[src/rtl/burst_tx_pkg.sv]
// rtl/burst_tx_pkg.sv - shared types and field positions for the burst transmit framer
package burst_tx_pkg;

    typedef enum logic [1:0] {
        IDLE  = 2'd0,
        LEAD  = 2'd1,
        BURST = 2'd2,
        GAP   = 2'd3
    } state_t;

    localparam int I_MSB      = 31;
    localparam int I_LSB      = 16;
    localparam int Q_MSB      = 15;
    localparam int Q_LSB      = 0;
    localparam int RAMP_STEPS = 4;

    localparam logic [15:0] CNT_MAX = 16'hFFFF;

endpackage

[src/rtl/iq_ramp_shift.sv]
// rtl/iq_ramp_shift.sv - arithmetic right shift of both IQ halves by a 2-bit amount
module iq_ramp_shift
    import burst_tx_pkg::*;
(
    input  logic [31:0] iq_i,
    input  logic [1:0]  shift_i,
    output logic [31:0] iq_o
);

    logic signed [15:0] i_s;
    logic signed [15:0] q_s;
    logic signed [15:0] i_sh;
    logic signed [15:0] q_sh;

    assign i_s  = iq_i[I_MSB:I_LSB];
    assign q_s  = iq_i[Q_MSB:Q_LSB];
    assign i_sh = i_s >>> shift_i;
    assign q_sh = q_s >>> shift_i;
    assign iq_o = {i_sh, q_sh};

endmodule

[src/rtl/burst_tx_framer.sv]
// rtl/burst_tx_framer.sv - IQ packet to tick-paced sample framer with guard gap; BURST_TX_RAMP_EN adds ramp-in
module burst_tx_framer
    import burst_tx_pkg::*;
#(
    parameter int GAP_LEN  = 96,
    parameter int LEAD_LEN = 0
) (
    input  logic        clk_in,
    input  logic        rst_in,
    input  logic        sample_tick_in,
    input  logic [31:0] s_data_in,
    input  logic        s_valid_in,
    input  logic        s_last_in,
    output logic        s_ready_out,
    output logic [31:0] signal_data_out,
    output logic        signal_valid_out,
    output logic        busy_out,
    output logic        underrun_out
);

    localparam logic [15:0] GAP_LAST  = 16'(GAP_LEN - 1);
    localparam logic [15:0] LEAD_LAST = 16'(LEAD_LEN - 1);

    state_t      state_q, state_d;
    logic [15:0] cnt_q, cnt_d;
    logic [15:0] cnt_inc;
    logic [31:0] data_q, data_d;
    logic        valid_q, valid_d;
    logic        under_q, under_d;
    logic [31:0] burst_sample;

    assign cnt_inc = (cnt_q == CNT_MAX) ? cnt_q : cnt_q + 16'd1;

`ifdef BURST_TX_RAMP_EN
    logic [1:0] ramp_shift;

    // Burst index 0..3 maps to shift 3..0; underrun ticks advance the index too.
    assign ramp_shift = (cnt_q < 16'(RAMP_STEPS)) ? 2'(16'(RAMP_STEPS - 1) - cnt_q) : 2'd0;

    iq_ramp_shift u_ramp (
        .iq_i    (s_data_in),
        .shift_i (ramp_shift),
        .iq_o    (burst_sample)
    );
`else
    assign burst_sample = s_data_in;
`endif

    always_ff @(posedge clk_in) begin
        if (!rst_in) begin
            state_q <= IDLE;
        end else begin
            state_q <= state_d;
        end
    end

    always_comb begin
        state_d = state_q;
        case (state_q)
            IDLE:    if (s_valid_in) state_d = (LEAD_LEN > 0) ? LEAD : BURST;
            LEAD:    if (sample_tick_in && cnt_q == LEAD_LAST) state_d = BURST;
            BURST:   if (sample_tick_in && s_valid_in && s_last_in) state_d = GAP;
            GAP:     if (sample_tick_in && cnt_q == GAP_LAST) state_d = IDLE;
            default: state_d = IDLE;
        endcase
    end

    always_comb begin
        valid_d = sample_tick_in;
        data_d  = data_q;
        under_d = 1'b0;
        cnt_d   = cnt_q;
        if (sample_tick_in) begin
            data_d = '0;
        end
        case (state_q)
            IDLE: cnt_d = '0;
            LEAD: if (sample_tick_in) cnt_d = (state_d != LEAD) ? 16'd0 : cnt_inc;
            BURST: begin
                if (sample_tick_in) begin
                    if (s_valid_in) begin
                        data_d = burst_sample;
                    end else begin
                        under_d = 1'b1;
                    end
                    cnt_d = (state_d == GAP) ? 16'd0 : cnt_inc;
                end
            end
            GAP:  if (sample_tick_in) cnt_d = (state_d == IDLE) ? 16'd0 : cnt_inc;
            default: cnt_d = '0;
        endcase
    end

    always_ff @(posedge clk_in) begin
        if (!rst_in) begin
            cnt_q   <= '0;
            data_q  <= '0;
            valid_q <= 1'b0;
            under_q <= 1'b0;
        end else begin
            cnt_q   <= cnt_d;
            data_q  <= data_d;
            valid_q <= valid_d;
            under_q <= under_d;
        end
    end

    assign s_ready_out      = (state_q == BURST) && sample_tick_in;
    assign busy_out         = (state_q != IDLE);
    assign signal_data_out  = data_q;
    assign signal_valid_out = valid_q;
    assign underrun_out     = under_q;

endmodule

[config.mk]
export PLATFORM = sky130hd
export DESIGN_NAME = burst_tx_framer
export DESIGN_NICKNAME = d
export VERILOG_FILES = /design/src/rtl/burst_tx_pkg.sv /design/src/rtl/iq_ramp_shift.sv /design/src/rtl/burst_tx_framer.sv
export SDC_FILE = /design/constraint.sdc
export NUM_CORES = 1
export LEC_CHECK = 0
export BUFFER_PORTS_ARGS = -buffer_cell sky130_fd_sc_hd__buf_4
export CAP_MARGIN = 20
export CORE_MARGIN = 2
export CORE_UTILIZATION = 55
export CTS_CLUSTER_SIZE = 8
export DETAILED_ROUTE_END_ITERATION = 16
export GPL_ROUTABILITY_DRIVEN = 0
export PLACE_DENSITY = 0.85
export RECOVER_POWER = 100
export SLEW_MARGIN = 20
export SYNTH_ARGS = -nofsm -noshare
export SYNTH_HDL_FRONTEND = slang
export SYNTH_SLANG_ARGS = --single-unit
[constraint.sdc]
create_clock -name clk_in -period 2.85 [get_ports clk_in]
set_input_delay 0.1425 -clock clk_in [delete_from_list [all_inputs] [get_ports clk_in]]
set_output_delay 0.1425 -clock clk_in [all_outputs]
set_load 0.01 [all_outputs]
==> impl_metrics.ini, run 1 <==
[synthesis]
synthCells = 299
synthArstFlopShare_pct = 0
synthFlopType = dfxtp_1
yosysWarnings = 0
synth_seq_cells = 52
synth_nets = 337
synth_edf_count = 0
avgSynthCellArea_um2 = 8.060
synth_cell_type_count = 45
synth_area_mm2 = 0.002410
ys_seq_area_share_pct = 43.20

[floorplan]
design.portCount = 73
fp.dieW_um = 70.19
start_util_pct = 56.12
dieArea_mm2 = 0.004927
coreArea_mm2 = 0.004294
fp-row-count = 24
die_y_um = 70.19

[critical_path]
r2r_start = cnt_q[1]
rrSetupSlack_ns = 0.58
path_cells = ha_1 -> nand4_1 -> nor3_2 -> nand2_1 -> a32oi_1 -> o311ai_0
crit_family = simple AND/OR/NAND/NOR gates
required_ns = 3.03
worst-endpoint-arrival_ns = 2.45
path_max_fanout = 19
cp_num_cells = 6
reg2regPathDepth = 6
critPathKind = register to register
cp_slowest_cell = nand2_1
critPathMaxStageDelay_ns = 0.45
critPathBufInv = 0
r2r-end = cnt_q[7]
critPathLaunchType = register
crit_path_end_kind = register

[detailed_routing]
wl_per_cell_um = 14.72
drc = 0
vias = 2414
wirelength_um = 6122
ant_nets = 0
firstDrtPassIters = 5
avgViaCountPerCell = 5.803
drt_first_iter_violations = 259

[cells_and_area]
mostFrequentLayoutCells = dfxtp_1, nor2_1, buf_4, clkbuf_1, a21oi_1
fill_cells = 416
final_common_cell = dfxtp_1
syn_to_final_growth_pct = 21.13
fin_nets = 401
seqCellArea_mm2 = 0.001041
layout-drive-gt1-share_pct = 14.84
multi_input_area_mm2 = 0.001264
insertedDiodeCount = 0

[timing]
fmax_ghz = 0.4404
relSlewSlack_pct = 10.06
fin_crit_ns = 2.271
clock_skew_ns = 0.01306
rsz0062_at_grt = false
tns_ns = 0
setup_viol = 0
slew_viol_final = 0
worst_pin_slew_ns = 1.349
hold_viol_final = 0
period_share_pct = 79.68

[place]
port_buffers = 72
dp_hpwl_um = 4479

[clocking]
clock_sinks = 52
cts_tree = yes
clock-root-buffer = clkbuf_8
post_cts_hold_buffer_count = 0
cts_buffers = 5
clk_pin_slew_ns = 0.10
cts_resized = 0
postCtsSetupBuffers = 0
cts_max_path_buffers = 2
htreeDepth = 2
worstSkewPairLatency_ns = 0.31

[pwr]
irDropWorstVdd_v = 0.0004969
p_leak_uw = 0.001042
finalPower_uw = 1309
power_density_mw_per_mm2 = 448.4

[outcome]
status = complete, no violations

[global_routing]
grt_pass1_vias = 2308
grt_usage_pct = 25.61
antenna_found_initial = 0
grt_pass1_wl_um = 10320
grt_overflow = 0
grt_max_degree = 39

[worst_hold_path]
min_to = underrun_out
hold_depth = 2
hp-start = s_valid_in
min_path_type = primary input to register

[flow_run]
maxCapViolCount = 0
area by class of cell:
| class | count | area share [%] |
|---|---|---|
| Clock buffer | 5 | 2.357 |
| Sequential cell | 52 | 35.66 |
| Multi-Input combinational cell | 221 | 43.29 |
| Clock inverter | 3 | 0.7715 |
| Tap cell | 52 | 2.229 |
| Timing Repair Buffer | 75 | 14.66 |
| Inverter | 8 | 1.029 |
Yosys cell counts, types with 2 or more instances:
cell	count	area, um2
a32oi_1	4	35.03
nand4_1	3	18.77
o311ai_1	3	26.28
a21oi_2	2	17.52
nor4_1	3	18.77
and2_1	6	37.54
nand2_1	25	93.84
a311oi_1	3	26.28
clkbuf_1	17	63.81
o211ai_1	3	22.52
o21ai_1	4	20.02
nand3_1	14	70.07
or4b_4	2	27.53
dfxtp_1	52	1041
a31oi_1	7	43.79
or3_1	2	12.51
a211oi_1	4	30.03
and3_1	2	12.51
nor3_1	5	25.02
inv_1	8	30.03
o21a_1	2	15.01
nor2b_1	33	206.5
a21oi_1	35	175.2
nor2_1	39	146.4
stage by stage:
| step | cells | hold WS [ns] | worst slack [ns] | utilization [%] | cell area (um2) |
|---|---|---|---|---|---|
| after floorplan | 299 | 0.2186 | 1.016 | - | 2410 |
| after global placement | 408 | 0.3402 | 0.6948 | 69.00 | 2963 |
| after detailed placement | 408 | 0.3385 | 0.6341 | 69.00 | 2963 |
| after CTS | 416 | 0.02257 | 0.6106 | 71.12 | 3054 |
| after global routing | 416 | 0.02723 | 0.3126 | 67.98 | 2919 |
| final | 416 | 0.02511 | 0.5792 | 67.98 | 2919 |
worst max path at each step:
stage / to / slack [ns] / startpoint
2_1_floorplan: cnt_q[14] / 1.02 / cnt_q[0]
3_3_place_gp: cnt_q[4] / 0.69 / cnt_q[0]
3_5_place_dp: cnt_q[4] / 0.63 / cnt_q[0]
4_1_cts: cnt_q[4] / 0.61 / cnt_q[1]
5_1_grt: register / 0.31 / state_q[1]
6_report: cnt_q[7] / 0.58 / cnt_q[1]
report_power, final:
group | total, uW | switching (uW) | internal, uW
logic | 125 | 66.0 | 58.8
registers | 748 | 8.48 | 739
clock network | 436 | 260 | 177
per-layer routing:
layer  global-route usage (%)  vias to the layer above  part of all wire (%)
met3                    5.051                       20                   5.7
met1                    33.36                     1109                    42
met2                    42.12                      105                    49
li1                         -                     1180                     -
met5                        0                        -                     0
met4                    9.402                        0                   3.3
worst reg2reg max path, stage by stage, from the launching register on:
cell      delay [ns]
dfxtp_1         0.38
ha_1            0.25
nand4_1         0.18
nor3_2          0.37
nand2_1         0.45
a32oi_1         0.36
o311ai_0        0.15
cell families after synthesis:
kind of cell,synth area share (%)
compound gates,19.63
fa+ha+maj,0.5191
mux,0.4673
xor+xnor,0.3635
buf+inv,4.361
simple gates,31.47
flops,43.20
Note: power is estimated with default switching activity, not from simulation.
==> run 2: changes to the inputs <==
--- a/config.mk
+++ b/config.mk
@@ -8,11 +8,11 @@
 export BUFFER_PORTS_ARGS = -buffer_cell sky130_fd_sc_hd__buf_4
 export CAP_MARGIN = 20
 export CORE_MARGIN = 2
-export CORE_UTILIZATION = 55
+export CORE_UTILIZATION = 46
 export CTS_CLUSTER_SIZE = 8
 export DETAILED_ROUTE_END_ITERATION = 16
 export GPL_ROUTABILITY_DRIVEN = 0
-export PLACE_DENSITY = 0.85
+export PLACE_DENSITY = 0.76
 export RECOVER_POWER = 100
 export SLEW_MARGIN = 20
 export SYNTH_ARGS = -nofsm -noshare
==> constraint.sdc (replaced) <==
create_clock -name clk_in -period 1.98 [get_ports clk_in]
set_input_delay 0.099 -clock clk_in [delete_from_list [all_inputs] [get_ports clk_in]]
set_output_delay 0.099 -clock clk_in [all_outputs]
set_load 0.01 [all_outputs]
==> run 2 against run 1 <==
Cell area grew 11%; register-to-register slack got worse by 0.56 ns; fmax increased by 16%; global-route usage is 2.5 points lower; first-iteration DRC count down 5.8%; highest routed layer unchanged; critical path depth grew 1.
==> impl_metrics.ini, run 2 (synthesis gave the netlist of run 1 again) <==
[outcome]
status = complete, no violations

[floorplan]
fp.dieW_um = 76.38
coreArea_mm2 = 0.005075
start_util_pct = 47.49
design.portCount = 73
fp-row-count = 26
dieArea_mm2 = 0.005834
die_y_um = 76.38

[critical_path]
critPathKind = register to register
crit_path_end_kind = register
critPathLaunchType = register
worst-endpoint-arrival_ns = 2.15
path_max_fanout = 7
required_ns = 2.17

[timing]
fin_ws_ns = 0.02125
relSlewSlack_pct = 65.02
setup_viol = 0
clock_skew_ns = 0.007294
rsz0062_at_grt = true
period_share_pct = 98.93
hold_viol_final = 0
worst_pin_slew_ns = 0.5241
fmax_ghz = 0.5105
fin_crit_ns = 1.959
slew_viol_final = 0

[global_routing]
grt_max_degree = 35
grt_pass1_vias = 2366
antenna_found_initial = 0
grt_pass1_wl_um = 11120
grt_usage_pct = 23.07
grt_overflow = 0

[pwr]
power_frac_comb_pct = 10.8
irDropWorstVdd_v = 0.0004171
p_clk_share_pct = 33.7
p_seq_share_pct = 55.5
swShare_pct = 26.38
power_density_mw_per_mm2 = 595.3
intPower_uw = 1423
finalPower_uw = 1933
switchingPower_uw = 509.9
p_leak_uw = 0.001188

[detailed_routing]
firstDrtPassIters = 5
vias = 2548
wirelength_um = 6887
ant_nets = 0
drc = 0
drt_first_iter_violations = 244
avgViaCountPerCell = 5.503
wl_per_cell_um = 14.87

[clocking]
cts_tree = yes
clock_sinks = 52
htreeDepth = 2
worstSkewPairLatency_ns = 0.31
cts_max_path_buffers = 2
clk_pin_slew_ns = 0.11
clock-root-buffer = clkbuf_8
cts_buffers = 5

[cells_and_area]
fin_nets = 430
syn_to_final_growth_pct = 34.74
mostFrequentLayoutCells = buf_4, dfxtp_1, nor2_1, clkbuf_1, a21oi_1
insertedDiodeCount = 0
finish.instance_area_mm2 = 0.003247
final_common_cell = buf_4
layout-drive-gt1-share_pct = 22.65

[place]
place_ws_ns = 0.03871
port_buffers = 72
dp_hpwl_um = 4651
placed_cell_area_mm2 = 0.003118

[flow_run]
maxCapViolCount = 0

[worst_hold_path]
min_path_type = primary input to register
[run 2: changes by cell type in the layout (fill, tap and decap cells not counted), moves of 3 or more]
cell,delta
o311ai_0,-3
dfxtp_1,-6
dfxtp_2,+5
buf_4,+17
o311ai_1,+3
dlygate4sd3_1,+6
[run 2: routing by layer]
layer / vias up / GRT usage, % / share of wire, %
li1: 1242 / - / -
met1: 1153 / 30.95 / 43
met2: 127 / 36.64 / 47
met3: 26 / 5.687 / 7.9
met4: 0 / 7.455 / 2.7
met5: - / 0 / 0
[run 2: worst paths after layout]
| check | start | end | slack (ns) | cells past startpoint |
|---|---|---|---|---|
| setup / recovery | cnt_q[9] | cnt_q[11] | 0.02 | 7 |
| hold / removal | s_data_in[25] | register | 0.002 | 3 |
| setup reg to reg | cnt_q[9] | cnt_q[11] | 0.02 | 7 |
| hold reg to reg | cnt_q[8] | cnt_q[8] | 0.50 | 2 |
[run 2: layout make-up]
type                       instances  area (um2)
clock buffer                       5       68.82
inverter                           8       30.03
sequential                        52        1051
fill                             465        1828
timing repair buffer             103       668.1
tap                               70       87.58
multi-input combinational        222        1315
clock inverter                     3       26.28
[run 2: per-stage QoR]
step	instances	hold slack (ns)	util (%)	TNS (ns)
floorplan	299	0.1751	-	0
global placement	442	0.2948	61.44	0
detailed placement	442	0.2964	61.44	0
CTS	456	0.0000007494	64.50	0
global route	463	0.003645	63.98	-0.4301
finish	463	0.002360	63.98	0
[run 2: repair_timing]
item,CTS,global route
buffers inserted,0,6
endpoints found under the hold margin,6,0
setup endpoints to repair,0,12
hold buffers,6,0
resized for setup,0,17
[run 2: power by group through the flow]
stage               clock, uW  sequential [uW]  combinational [uW]
floorplan                   0             1100                83.4
global placement            0             1100                 202
detailed placement          0             1100                 204
CTS                       662             1070                 214
global route              701             1070                 230
finish                    652             1070                 209
[run 2: worst max-delay path, cell delays in order, from the launching register on]
cell,delay (ns)
dfxtp_4,0.36
or4b_4,0.56
nor4_4,0.30
buf_6,0.17
a21oi_4,0.09
buf_4,0.17
o2111ai_1,0.09
a31oi_1,0.09
==> run 3: changes to the inputs <==
--- a/config.mk
+++ b/config.mk
@@ -8,11 +8,11 @@
 export BUFFER_PORTS_ARGS = -buffer_cell sky130_fd_sc_hd__buf_4
 export CAP_MARGIN = 20
 export CORE_MARGIN = 2
-export CORE_UTILIZATION = 46
+export CORE_UTILIZATION = 55
 export CTS_CLUSTER_SIZE = 8
 export DETAILED_ROUTE_END_ITERATION = 16
 export GPL_ROUTABILITY_DRIVEN = 0
-export PLACE_DENSITY = 0.76
+export PLACE_DENSITY = 0.85
 export RECOVER_POWER = 100
 export SLEW_MARGIN = 20
 export SYNTH_ARGS = -nofsm -noshare
==> constraint.sdc (replaced) <==
create_clock -name clk_in -period 2.5 [get_ports clk_in]
set_input_delay 0.125 -clock clk_in [delete_from_list [all_inputs] [get_ports clk_in]]
set_output_delay 0.125 -clock clk_in [all_outputs]
set_load 0.01 [all_outputs]
==> run 3 against run 2 <==
Die area down 16%; clock-buffer cell count is the same; clock power is 28% lower; sequential power shrank 20%; register-to-register slack gained 0.27 ns; critical path depth down 1; largest cell class unchanged; largest power group unchanged.
==> impl_metrics.ini, run 3 (synthesis gave the netlist of run 1 again) <==
[global_routing]
grt_overflow = 0
antenna_found_initial = 0
grt_max_degree = 29
grt_usage_pct = 27.05
grt_pass1_wl_um = 10920
grt_pass1_vias = 2393

[cells_and_area]
fill_cells = 388
fin_nets = 404
layout-drive-gt1-share_pct = 14.99
insertedDiodeCount = 0
mostFrequentLayoutCells = dfxtp_1, buf_4, nor2_1, a21oi_1, clkbuf_1
final_common_cell = dfxtp_1
syn_to_final_growth_pct = 21.75

[place]
place_ws_ns = 0.4031
port_buffers = 72
dp_hpwl_um = 4544

[critical_path]
path_max_fanout = 7
crit_path_end_kind = register
critPathKind = register to register
critPathBufInv = 0
crit_family = simple AND/OR/NAND/NOR gates
critPathLaunchType = register
worst-endpoint-arrival_ns = 2.43
path_cells = ha_1 -> nand4_1 -> nor3_2 -> and2_1 -> nand3_1 -> o21ai_0
required_ns = 2.73
cp_slowest_cell = nor3_2
critPathMaxStageDelay_ns = 0.44

[floorplan]
design.portCount = 73
start_util_pct = 56.12
dieArea_mm2 = 0.004927
coreArea_mm2 = 0.004294
die_y_um = 70.19
fp-row-count = 24
fp.dieW_um = 70.19

[timing]
fmax_ghz = 0.4536
fin_ws_ns = 0.2953
clock_skew_ns = 0.006604
hold_viol_final = 0
tns_ns = 0
slew_viol_final = 0
rsz0062_at_grt = false
period_share_pct = 88.19
worst_pin_slew_ns = 0.7027
fin_crit_ns = 2.205
relSlewSlack_pct = 53.15
setup_viol = 0

[clocking]
htreeDepth = 2
clock-root-buffer = clkbuf_8
clock_sinks = 52
cts_max_path_buffers = 2
postCtsSetupBuffers = 0
post_cts_hold_buffer_count = 1
cts_tree = yes
worstSkewPairLatency_ns = 0.30
cts_resized = 0
cts_buffers = 5
clk_pin_slew_ns = 0.09

[detailed_routing]
drt_first_iter_violations = 289
firstDrtPassIters = 5
avgViaCountPerCell = 5.814
ant_nets = 0
wl_per_cell_um = 15.04
vias = 2436
wirelength_um = 6303
drc = 0

[pwr]
p_leak_uw = 0.001055
power_density_mw_per_mm2 = 499.4
finalPower_uw = 1465
irDropWorstVdd_v = 0.0002916

[worst_hold_path]
min_path_type = primary input to register

[flow_run]
maxCapViolCount = 0

[outcome]
status = complete, no violations
-- run 3: through the flow --
stage	hold WS (ns)	utilization [%]	instance area, um2	std cells
finish	0.04688	68.33	2934	419
global route	0.04340	68.33	2934	419
CTS	0.03475	71.91	3088	419
detailed placement	0.3234	69.64	2990	410
global placement	0.3215	69.64	2990	410
floorplan	0.2011	-	2410	299
-- run 3: metal layers --
| metal | GRT usage (%) | share of wire, % |
|---|---|---|
| met3 | 7.215 | 7.3 |
| met2 | 44.44 | 49 |
| met1 | 34.19 | 42 |
| met4 | 9.829 | 1.8 |
| met5 | 0 | 0 |
-- run 3: path summary, 6_finish.rpt --
kind / startpoint / end / slack [ns] / cells after the start
worst max register to register: cnt_q[1] / cnt_q[1] / 0.30 / 6
worst max-delay path: cnt_q[1] / cnt_q[1] / 0.30 / 6
worst min register to register: cnt_q[9] / cnt_q[9] / 0.53 / 1
worst min-delay path: s_data_in[1] / register / 0.05 / 3
-- run 3: layout make-up --
type                    instances  area (um2)  area share, %
clock inverters                 3       18.77         0.6397
well taps                      52       65.06          2.217
flip-flops and latches         52        1041          35.48
repair buffers                 78       450.4          15.35
inverters                       8       30.03          1.023
clock buffers                   5       68.82          2.345
multi-input cells             221        1260          42.94
-- run 3: tightest hold or removal path: cells and delay by family --
| kind | cells | cell delay [ns] |
|---|---|---|
| buffers and inverters | 1 | 0.08 |
| AND/OR/NAND/NOR | 1 | 0.07 |
| AO/OA/AOI/OAI | 1 | 0.05 |
-- run 3: power by group --
group          leakage, uW  switching (uW)  internal (uW)
clock            0.0000479             273            196
sequential        0.000421            10.4            842
combinational     0.000586            76.1           68.3
total              0.00106             359           1110
